**src/rtl/sys_inpbuf_fifo.sv**
```systemverilog
`default_nettype none
// ============================================================================
//  Module   : sys_inpbuf_fifo
//  Purpose  : Multi-lane input FIFO that feeds systolic-array row/column
//             edges. Each entry is one NCH-lane vector of WORDLEN-bit words,
//             pushed and popped as a single unit. Provides full/empty flags,
//             occupancy count, an almost-full threshold and a synchronous
//             flush. Single clock domain.
//  Ports    : clk      - clock, all logic on rising edge
//             rstn     - synchronous active-low reset
//             flush    - synchronous clear of contents and error flags
//             wr_en    - push request (ignored while full)
//             wr_data  - push vector, lane i = [i*WORDLEN +: WORDLEN]
//             full     - count == DEPTH
//             afull    - count >= AFULL_TH
//             rd_en    - pop request (ignored while empty)
//             rd_data  - registered pop data, holds when no pop
//             rd_valid - rd_data was loaded by a pop on the previous edge
//             empty    - count == 0
//             count    - occupancy 0..DEPTH
//             err_ovf  - sticky push-while-full
//             err_udf  - sticky pop-while-empty
//  Config   : define INPBUF_ERR_EN to build the sticky error registers;
//             without it err_ovf/err_udf are tied low.
//  Revision : 1.0 - initial release
// ============================================================================
module sys_inpbuf_fifo #(
    parameter int WORDLEN  = 8,
    parameter int NCH      = 4,
    parameter int DEPTH    = 16,
    parameter int AFULL_TH = 14
) (
    input  logic                     clk,
    input  logic                     rstn,
    input  logic                     flush,
    input  logic                     wr_en,
    input  logic [NCH*WORDLEN-1:0]   wr_data,
    output logic                     full,
    output logic                     afull,
    input  logic                     rd_en,
    output logic [NCH*WORDLEN-1:0]   rd_data,
    output logic                     rd_valid,
    output logic                     empty,
    output logic [$clog2(DEPTH):0]   count,
    output logic                     err_ovf,
    output logic                     err_udf
);

    localparam int             AW         = $clog2(DEPTH);
    localparam int             c_ew       = NCH * WORDLEN;
    localparam logic [AW:0]    c_afull_th = (AW+1)'(AFULL_TH);

    // Pointers carry one extra wrap bit so full and empty are distinguishable
    // when the low address bits match.
    logic [AW:0]      r_wptr;
    logic [AW:0]      r_rptr;
    logic [c_ew-1:0]  r_mem [DEPTH];
    logic [c_ew-1:0]  r_rd_data;
    logic             r_rd_valid;

    logic             w_full;
    logic             w_empty;
    logic [AW:0]      w_count;
    logic             w_push;
    logic             w_pop;

    // Flags derive only from registered pointers, so a same-cycle push and pop
    // are each judged against the state before the edge.
    assign w_full  = (r_wptr[AW] != r_rptr[AW]) && (r_wptr[AW-1:0] == r_rptr[AW-1:0]);
    assign w_empty = (r_wptr == r_rptr);
    assign w_count = r_wptr - r_rptr;

    // Flush drops any request in the same cycle; reset wins over everything.
    assign w_push = rstn && !flush && wr_en && !w_full;
    assign w_pop  = rstn && !flush && rd_en && !w_empty;

    // Storage array is intentionally not reset.
    always_ff @(posedge clk) begin
        if (w_push) begin
            r_mem[r_wptr[AW-1:0]] <= wr_data;
        end
    end

    always_ff @(posedge clk) begin
        if (!rstn || flush) begin
            r_wptr     <= '0;
            r_rptr     <= '0;
            r_rd_data  <= '0;
            r_rd_valid <= 1'b0;
        end else begin
            if (w_push) begin
                r_wptr <= r_wptr + 1'b1;
            end
            if (w_pop) begin
                r_rptr    <= r_rptr + 1'b1;
                r_rd_data <= r_mem[r_rptr[AW-1:0]];
            end
            r_rd_valid <= w_pop;
        end
    end

`ifdef INPBUF_ERR_EN
    logic r_err_ovf;
    logic r_err_udf;

    always_ff @(posedge clk) begin
        if (!rstn || flush) begin
            r_err_ovf <= 1'b0;
            r_err_udf <= 1'b0;
        end else begin
            if (wr_en && w_full) begin
                r_err_ovf <= 1'b1;
            end
            if (rd_en && w_empty) begin
                r_err_udf <= 1'b1;
            end
        end
    end

    assign err_ovf = r_err_ovf;
    assign err_udf = r_err_udf;
`else
    assign err_ovf = 1'b0;
    assign err_udf = 1'b0;
`endif

    assign full     = w_full;
    assign empty    = w_empty;
    assign count    = w_count;
    assign afull    = (w_count >= c_afull_th);
    assign rd_data  = r_rd_data;
    assign rd_valid = r_rd_valid;

endmodule
`default_nettype wire
```
**config.mk**
```make
export PLATFORM = sky130hd
export DESIGN_NAME = sys_inpbuf_fifo
export DESIGN_NICKNAME = d
export VERILOG_FILES = /design/src/rtl/sys_inpbuf_fifo.sv
export SDC_FILE = /design/constraint.sdc
export NUM_CORES = 1
export LEC_CHECK = 0
export BUFFER_PORTS_ARGS = -buffer_cell sky130_fd_sc_hd__buf_2
export CAP_MARGIN = 20
export CORE_ASPECT_RATIO = 0.75
export CORE_MARGIN = 4
export CORE_UTILIZATION = 50
export DETAILED_ROUTE_END_ITERATION = 16
export GPL_ROUTABILITY_DRIVEN = 1
export HOLD_SLACK_MARGIN = 0.02
export PLACE_DENSITY = 0.74
export SLEW_MARGIN = 10
export SYNTH_ARGS = -nofsm -noshare
export SYNTH_HDL_FRONTEND = slang
export SYNTH_SLANG_ARGS = --single-unit
```
**constraint.sdc**
```tcl
create_clock -name clk -period 3.95 [get_ports clk]
set_input_delay 0.79 -clock clk [delete_from_list [all_inputs] [get_ports clk]]
set_output_delay 0.79 -clock clk [all_outputs]
set_load 0.02 [all_outputs]
```
==> results of run 1 <==
==> cells by family (layout without fill, tap and decap cells) <==
family / after synthesis / count (layout) / share of synthesized area (%)
buf+inv: 113 / 256 / 2.68
xor+xnor: 10 / 10 / 0.444
simple gates: 90 / 90 / 2.07
other cells: 1 / 2 / 0.0175
compound gates: 200 / 200 / 5.88
fa+ha+maj: 10 / 10 / 0.620
flops: 555 / 555 / 75.9
mux: 222 / 222 / 12.4
==> synthesized netlist by cell type, drive strengths merged <==
library cell | number | share of area, %
inv | 12 | 0.21
buf | 47 | 1.5
clkinv | 28 | 0.49
and2 | 2 | 0.058
fa | 1 | 0.094
o21ai | 3 | 0.070
ha | 9 | 0.53
conb | 1 | 0.018
a31o | 1 | 0.041
a21oi | 100 | 2.4
nor2b | 2 | 0.058
xnor2 | 7 | 0.32
a221o | 31 | 1.4
nand4 | 4 | 0.12
clkbuf | 26 | 0.46
a21o | 2 | 0.070
mux4 | 35 | 3.7
o21a | 1 | 0.041
or3 | 2 | 0.058
o22ai | 62 | 1.8
xor2 | 3 | 0.12
dfxtp | 43 | 4.0
edfxtp | 512 | 72
mux2i | 187 | 8.7
nand2 | 13 | 0.24
and4 | 1 | 0.041
nor2 | 23 | 0.40
nand3 | 5 | 0.19
nand2b | 3 | 0.088
nor3 | 35 | 0.82
==> per-layer routing <==
layer  track usage [%]  share of wire [%]  vias to the layer above
met4              4.49                1.7                        4
met1              30.9                 42                     5835
met5                 0              0.055                        -
met3              4.27                9.0                       77
met2              32.4                 47                      548
li1                  -                  -                     4981
==> final cells by class <==
class,count,area (sq um),share of cell area (%)
Clock inverter,25,287,1.17
Multi-Input combinational cell,534,4750,19.5
Sequential cell,555,16200,66.5
Timing Repair Buffer,123,826,3.38
Tap cell,569,712,2.92
Clock buffer,68,1440,5.90
Inverter,40,150,0.615
==> path summary, 6_finish.rpt <==
path / startpoint / end / slack, ns / depth (start not counted)
min: rd_data[24] / rd_data[24] / 0.48 / 2
max reg2reg: r_wptr[3] / r_mem[4][10] / 1.06 / 7
min reg2reg: rd_data[24] / rd_data[24] / 0.48 / 2
max: r_wptr[0] / afull / 0.59 / 9
==> power by group <==
group          total [mW]  switching, mW  leakage [nW]  internal [mW]
registers            6.44         0.0108          4.96           6.43
clock network        4.98           2.08         0.856           2.90
logic               0.254          0.181          1.81         0.0731
==> registers in the layout (all words and copies together), names as in the netlist <==
signal,flops
r_mem,512
r_rptr,5
r_wptr,5
rd_data,32
rd_valid,1
==> through the flow <==
step / instance area (sq um) / hold WS, ns / std cells / setup slack [ns]
6_report: 24400 / 0.476 / 1914 / 0.589
5_1_grt: 24400 / 0.510 / 1914 / 0.465
4_1_cts: 24400 / 0.491 / 1914 / 0.586
3_5_place_dp: 22700 / 0.478 / 1821 / 1.11
3_3_place_gp: 22700 / 0.470 / 1820 / 1.11
2_1_floorplan: 21400 / 0.472 / 1202 / 0.505
==> worst register-to-register path, stage by stage (launching register included) <==
cell     delay, ns
dfxtp_1       0.71
ha_1          0.38
nand4_1       0.14
o21a_2        0.20
and2_1        0.21
nand2_1       0.26
nor2_4        0.37
buf_12        0.30
==> impl_metrics.csv, run 1 <==
group,metric,value,unit
outcome,status,"completed",
cells_and_area,antenna_cells,0,
logic_synthesis,syn-cell-area,21400,sq um
timing,min_period_over_period,85.1,%
setup_path,crit_chain,"inv_1 -> ha_1 -> inv_1 -> fa_1 -> a21o_1 -> a21oi_1 -> xnor2_1 -> a31o_1 -> buf_2",
timing,drv_slew,0,
timing,rsz0062_at_grt,"false",
logic_synthesis,postSynthAreaPerCell,17.8,sq um
setup_path,cp_slowest_cell,"fa_1",
global_routing,grt_max_degree,103,
logic_synthesis,yosysUniqueCellTypes,40,
clock_network,cts-root-buf,"clkbuf_16",
global_routing,grt_pass1_vias,11300,
die,io_pins,80,
detailed_routing,drt_wl_total,48900,microns
clock_network,clock_sinks,555,
power,p_per_area,478,nW/um^2
hold_path,min_path_type,"reg2reg",
timing,fin_setup_tns,0,ns
setup_path,crit_path_frequent_cell,"inv_1",
timing,worst_slew_pin_slew,1.06,ns
logic_synthesis,yosysSeqAreaShare,75.9,%
timing,skew,0.0194,ns
timing,relSlewSlack,29.2,%
setup_path,critPathBufInv,3,
cells_and_area,mostFrequentLayoutCells,"edfxtp_1 (512), mux2i_1 (187), a21oi_1 (99)",
clock_network,numCtsBuffers,50,
clock_network,cts_max_path_buffers,3,
die,die_h,187,microns
clock_network,postCtsHoldBufs,0,
setup_path,critPathMaxStageDelay,0.41,ns
setup_path,cp_top_family,"adder cells",
cells_and_area,final_util,57.8,%
global_routing,antenna_found_initial,2,
global_routing,grtUsageTotal,20.8,%
logic_synthesis,yosys_register_bits,555,
die,die_x,247,microns
timing,fin_crit,3.36,ns
timing,finalSetupViolCount,0,
setup_path,worst_ep_arrival_time,2.57,ns
detailed_routing,detailedRoute.firstPassIterationCount,5,
detailed_routing,ant_nets,0,
die,core_area,42200,sq um
cells_and_area,n_fill_cell,3112,
global_routing,grt_first_pass_wirelength,72200,microns
die,start_util,50.7,%
detailed_routing,route.detailed.drc,0,
detailed_routing,route.detailed.wl_per_inst,25.6,microns
detailed_routing,via_per_inst,5.98,
global_routing,grt_overflow_total,0,
setup_path,start_kind,"flip-flop",
power,peakVddDrop,0.000317,V
place,globalplace.congestion,0.803,
setup_path,cp.required,3.16,ns
timing,max_freq,0.298,GHz
place,dp_hpwl,26100,microns
cells_and_area,final_common_cell,"edfxtp_1",
logic_synthesis,synth-warning-count,0,
clock_network,cts_tree,"yes",
power,power.leakage,7.62,nW
cells_and_area,drive_above_1_share,20.7,%
place,place.port_buffers,77,
die,rows,65,
clock_network,cts.htree.levels,2,
logic_synthesis,syn_inst,1201,
flow_run,cap_violations,0,
timing,finalHoldViolCount,0,
detailed_routing,via_count,11400,
cells_and_area,area_growth,14.1,%
setup_path,criticalPathCategory,"reg2out",
detailed_routing,drt_iter0_drc,1225,
clock_network,clk_latency,0.58,ns
clock_network,cts.clk_slew.worst_paths,0.06,ns
clock_network,postCtsSetupBuffers,0,
die,fp.dieArea,46200,sq um
power,power,11.7,mW
clock_network,ctsResizeCount,0,
setup_path,endpoint_kind,"output pin",
setup_path,cp_max_fo,5,
cells_and_area,fin_nets,1351,
Note: power is estimated with default switching activity, not from simulation.
==> inputs of run 2 (changes only) <==
==> constraint.sdc (replaced) <==
create_clock -name clk -period 3.95 [get_ports clk]
set_input_delay 0.395 -clock clk [delete_from_list [all_inputs] [get_ports clk]]
set_output_delay 0.395 -clock clk [all_outputs]
set_load 0.02 [all_outputs]
==> run 2 against run 1 <==
Net effect: clock power is 1% lower; critical path depth is 1 lower; sequential share of layout area increased by 0.44 points; die area unchanged; setup slack improved by 0.12 ns; hold slack lost 0.26 ns; core utilization decreased by 0.38 points; clock skew rose by 0.012 ns; maximum frequency increased by 3.9%; via count grew 0.30%; global-route usage grew 0.69 points; largest cell class unchanged.
==> impl_metrics.csv, run 2 (synthesis results as in run 1) <==
group,metric,value,unit
place,place.port_buffers,77,
detailed_routing,ant_nets,0,
setup_path,critPathMaxStageDelay,0.61,ns
clock_network,clk_latency,0.60,ns
cells_and_area,drive_above_1_share,19.4,%
die,die_h,187,microns
timing,max_freq,0.309,GHz
clock_network,postCtsHoldBufs,0,
clock_network,postCtsSetupBuffers,0,
global_routing,grt_overflow_total,0,
global_routing,use_met3,6.56,%
timing,min_period_over_period,81.9,%
setup_path,criticalPathCategory,"reg2out",
cells_and_area,largest_reg_flops,512,
timing,rsz0062_at_grt,"false",
power,p_per_area,480,nW/um^2
timing,relSlewSlack,32.7,%
timing,skew,0.0315,ns
cells_and_area,multiInputGateArea,4750,sq um
detailed_routing,via_per_inst,6.04,
hold_path,min_path_type,"in2reg",
clock_network,cts-root-buf,"clkbuf_16",
setup_path,start_kind,"flip-flop",
setup_path,crit_chain,"ha_1 -> inv_1 -> fa_1 -> a21o_1 -> a21oi_1 -> xnor2_1 -> a31o_1 -> buf_2",
timing,setup_ws,0.714,ns
power,clkPwrFrac,42.2,%
timing,fin_setup_tns,0,ns
place,dp_hpwl,32000,microns
clock_network,numCtsBuffers,51,
power,internal_power,9.27,mW
timing,drv_slew,0,
timing,worst_slew_pin_slew,1.01,ns
global_routing,grt-busiest-layer,"met1",
cells_and_area,fin_nets,1337,
cells_and_area,n_fill_cell,3097,
power,power.leakage,7.51,nW
die,io_pins,80,
power,peakVddDrop,0.000380,V
clock_network,cts_max_path_buffers,3,
setup_path,cp_max_fo,23,
global_routing,use_met1,33.6,%
global_routing,grt_pass1_vias,11200,
place,globalplace.congestion,0.862,
timing,finalHoldViolCount,0,
setup_path,cp.required,3.56,ns
setup_path,worst_ep_arrival_time,2.84,ns
detailed_routing,detailedRoute.firstPassIterationCount,8,
clock_network,cts_tree,"yes",
outcome,status,"completed",
clock_network,cts.htree.levels,2,
clock_network,cts.clk_slew.worst_paths,0.06,ns
die,die_x,247,microns
die,rows,65,
global_routing,antenna_found_initial,1,
global_routing,grt_first_pass_wirelength,73900,microns
power,seqPwrFrac,55.4,%
setup_path,endpoint_kind,"output pin",
cells_and_area,antenna_cells,0,
global_routing,grtUsageTotal,21.5,%
global_routing,grt_max_degree,78,
detailed_routing,drt_iter0_drc,1459,
detailed_routing,route.detailed.wl_per_inst,26.5,microns
global_routing,grtUsageMet2,29.8,%
timing,fin_crit,3.24,ns
detailed_routing,via_count,11500,
die,core_area,42200,sq um
cells_and_area,area_growth,13.3,%
power,power.switching,2.37,mW
power,p_sw_share,20.4,%
clock_network,ctsResizeCount,0,
detailed_routing,route.detailed.drc,0,
power,power_frac_comb,2.4,%
flow_run,cap_violations,0,
cells_and_area,mostFrequentLayoutCells,"edfxtp_1 (512), mux2i_1 (187), a21oi_1 (99)",
detailed_routing,drt_wl_total,50300,microns
setup_path,cp_slowest_cell,"dfxtp_4",
cells_and_area,final_common_cell,"edfxtp_1",
timing,finalSetupViolCount,0,
place,pre_cts_slack,0.849,ns
cells_and_area,seq_area,16200,sq um
clock_network,clock_sinks,555,
die,start_util,50.7,%
die,fp.dieArea,46200,sq um
run 2: worst paths after layout:
| path | from | end | slack [ns] | depth (start not counted) |
|---|---|---|---|---|
| max | r_rptr[0] | afull | 0.71 | 8 |
| min | wr_data[24] | r_mem[1][24] | 0.21 | 1 |
| max reg2reg | r_rptr[1] | r_mem[11][0] | 0.80 | 8 |
| min reg2reg | rd_data[24] | rd_data[24] | 0.50 | 2 |
run 2: per-stage QoR:
step | hold slack [ns] | instance area, sq um | total power, mW | util, % | cells
6_report | 0.214 | 24300 | 11.6 | 57.5 | 1902
5_1_grt | 0.200 | 24300 | 12.0 | 57.5 | 1902
3_3_place_gp | 0.479 | 22600 | 6.84 | 53.5 | 1806
3_5_place_dp | 0.493 | 22600 | 6.85 | 53.5 | 1806
2_1_floorplan | 0.472 | 21400 | 6.68 | - | 1202
4_1_cts | 0.193 | 24300 | 11.7 | 57.5 | 1902
run 2: final cells by class:
class,instances,share of cell area [%]
Sequential cell,555,67.0
Inverter,40,0.619
Multi-Input combinational cell,534,19.6
Tap cell,569,2.93
Clock inverter,30,1.17
Timing Repair Buffer,108,2.96
Clock buffer,66,5.74
run 2: power by group through the flow:
| stage | Combinational, mW | Sequential (mW) | Clock, mW |
|---|---|---|---|
| after floorplan | 0.104 | 6.58 | 0 |
| after global placement | 0.275 | 6.57 | 0 |
| after detailed placement | 0.282 | 6.57 | 0 |
| after CTS | 0.284 | 6.44 | 4.96 |
| after global routing | 0.304 | 6.44 | 5.21 |
| final | 0.284 | 6.44 | 4.91 |
run 2: worst max-delay path, delay by kind of cell (launching register included):
kind	cells	cell delay (ns)
AOI/OAI and AO/OA	3	0.65
buffers and inverters	2	0.21
xor gates and xnor gates	1	0.15
DFF	1	0.61
adders and majority gates	2	0.63
run 2: layer usage:
| layer | part of all wire (%) | up-vias |
|---|---|---|
| li1 | - | 4942 |
| met1 | 44 | 5866 |
| met2 | 43 | 601 |
| met3 | 11 | 70 |
| met4 | 1.9 | 0 |
| met5 | 0 | - |
==> inputs of run 3 (changes only) <==
Settings changed: PLACE_DENSITY 0.74 to 0.72.
Clock period 3.95 ns to 3.33 ns, I/O delays scaled along.
==> run 3 against run 2 <==
Net effect: combinational power grew 20%; sequential share of layout area decreased by 0.38 points; setup slack worse by 0.26 ns; first-iteration DRC count decreased by 16%; sequential cell count did not move; clock skew is 0.0040 ns lower.
==> impl_metrics.csv, run 3 (synthesis results as in run 1) <==
group,metric,value,unit
outcome,status,"completed",
global_routing,grtUsageTotal,21.0,%
setup_path,criticalPathCategory,"reg2out",
place,dp_hpwl,29900,microns
timing,rsz0062_at_grt,"false",
die,io_pins,80,
timing,finalHoldViolCount,0,
timing,fin_crit,2.88,ns
hold_path,min_path_type,"in2reg",
timing,min_period_over_period,86.5,%
hold_path,hold_start,"wr_data[4]",
clock_network,ctsResizeCount,0,
timing,fin_setup_tns,0,ns
setup_path,worst_ep_arrival_time,2.55,ns
flow_run,cap_violations,0,
hold_path,worst_hold_path.endpoint,"r_mem[10][4]",
setup_path,cp.required,3.00,ns
die,fp.dieArea,46200,sq um
detailed_routing,wl_met1,21400,microns
setup_path,reg2reg_setup_slack,0.53,ns
place,globalplace.congestion,0.814,
die,die_x,247,microns
cells_and_area,area_growth,14.0,%
clock_network,cts-root-buf,"clkbuf_16",
detailed_routing,ant_nets,0,
power,p_per_area,566,nW/um^2
global_routing,antenna_found_initial,1,
cells_and_area,drive_above_1_share,20.0,%
detailed_routing,route.detailed.wl_per_inst,25.3,microns
detailed_routing,drt_iter0_drc,1227,
detailed_routing,highest_layer,"met4",
detailed_routing,route.detailed.drc,0,
die,start_util,50.7,%
setup_path,start_kind,"flip-flop",
setup_path,rr_worst_depth,8,
detailed_routing,drt_wl_total,48600,microns
cells_and_area,final_util,57.8,%
setup_path,r2r_start,"r_rptr[1]",
power,power.leakage,7.61,nW
timing,whs,0.156,ns
timing,max_freq,0.347,GHz
detailed_routing,route.met3.wl,4350,microns
clock_network,cts_tree,"yes",
detailed_routing,detailedRoute.firstPassIterationCount,5,
cells_and_area,mostFrequentLayoutCells,"edfxtp_1 (512), mux2i_1 (187), a21oi_1 (99)",
cells_and_area,final_common_cell,"edfxtp_1",
timing,skew,0.0276,ns
hold_path,hold_path_depth,1,
clock_network,cts_max_path_buffers,3,
global_routing,grt_pass1_vias,11200,
global_routing,grt_max_degree,103,
global_routing,grt_first_pass_wirelength,72300,microns
power,power,13.8,mW
power,peakVddDrop,0.000531,V
timing,finalSetupViolCount,0,
die,rows,65,
timing,drv_slew,0,
clock_network,postCtsSetupBuffers,0,
detailed_routing,via_count,11200,
detailed_routing,via_per_inst,5.83,
setup_path,r2r_end,"r_mem[2][11]",
clock_network,clk_latency,0.58,ns
cells_and_area,largest_reg_flops,512,
detailed_routing,wl_met2,22200,microns
place,place.port_buffers,77,
setup_path,endpoint_kind,"output pin",
setup_path,cp_max_fo,5,
timing,worst_slew_pin_slew,0.948,ns
cells_and_area,fin_nets,1358,
die,core_area,42200,sq um
clock_network,cts.htree.levels,2,
clock_network,clock_sinks,555,
timing,relSlewSlack,36.7,%
clock_network,postCtsHoldBufs,0,
clock_network,cts.clk_slew.worst_paths,0.06,ns
die,die_h,187,microns
global_routing,grt_overflow_total,0,
clock_network,numCtsBuffers,52,
==> run 3: worst max-delay path, cell delays in order (launching register included) <==
cell	delay, ns
dfxtp_1	0.36
inv_1	0.13
ha_1	0.15
inv_1	0.06
fa_1	0.40
a21o_1	0.19
a21oi_1	0.19
xnor2_1	0.13
a31o_1	0.21
buf_2	0.15
==> run 3: routing by layer <==
layer	vias to the layer above	track usage, %
met1	5699	32.2
met2	448	31.7
li1	4991	-
met3	60	4.56
met4	0	3.71
met5	-	0
==> run 3: area by class of cell <==
class / instances / area, sq um
antenna: 1 / 2.50
tap: 569 / 712
fill: 3118 / 17800
multi-input combinational: 534 / 4750
sequential: 555 / 16200
clock buffer: 76 / 1440
timing repair buffer: 128 / 856
clock inverter: 18 / 231
inverter: 40 / 150
==> run 3: how the worst max path moves through the flow <==
| stage | endpoint | slack (ns) | start |
|---|---|---|---|
| finish | afull | 0.45 | r_wptr[0] |
| global route | afull | 0.34 | r_wptr[0] |
| CTS | afull | 0.42 | r_wptr[0] |
| detailed placement | r_mem[2][6] | 0.56 | r_rptr[1] |
| global placement | r_mem[2][5] | 0.60 | r_rptr[1] |
| floorplan | r_mem[15][0] | -0.11 | r_rptr[2] |
==> run 3: power by group <==
group          switching (mW)  internal (mW)  leakage [nW]  total (mW)
clock network            2.45           3.39         0.813        5.83
registers              0.0125           7.63          4.96        7.64
logic                   0.252         0.0886          1.84       0.340
==> run 3: metrics by stage <==
step,cells,worst slack (ns),area [sq um]
after floorplan,1202,-0.115,21400
after global placement,1826,0.600,22700
after detailed placement,1826,0.557,22700
after CTS,1920,0.421,24400
after global routing,1920,0.343,24400
final,1921,0.451,24400
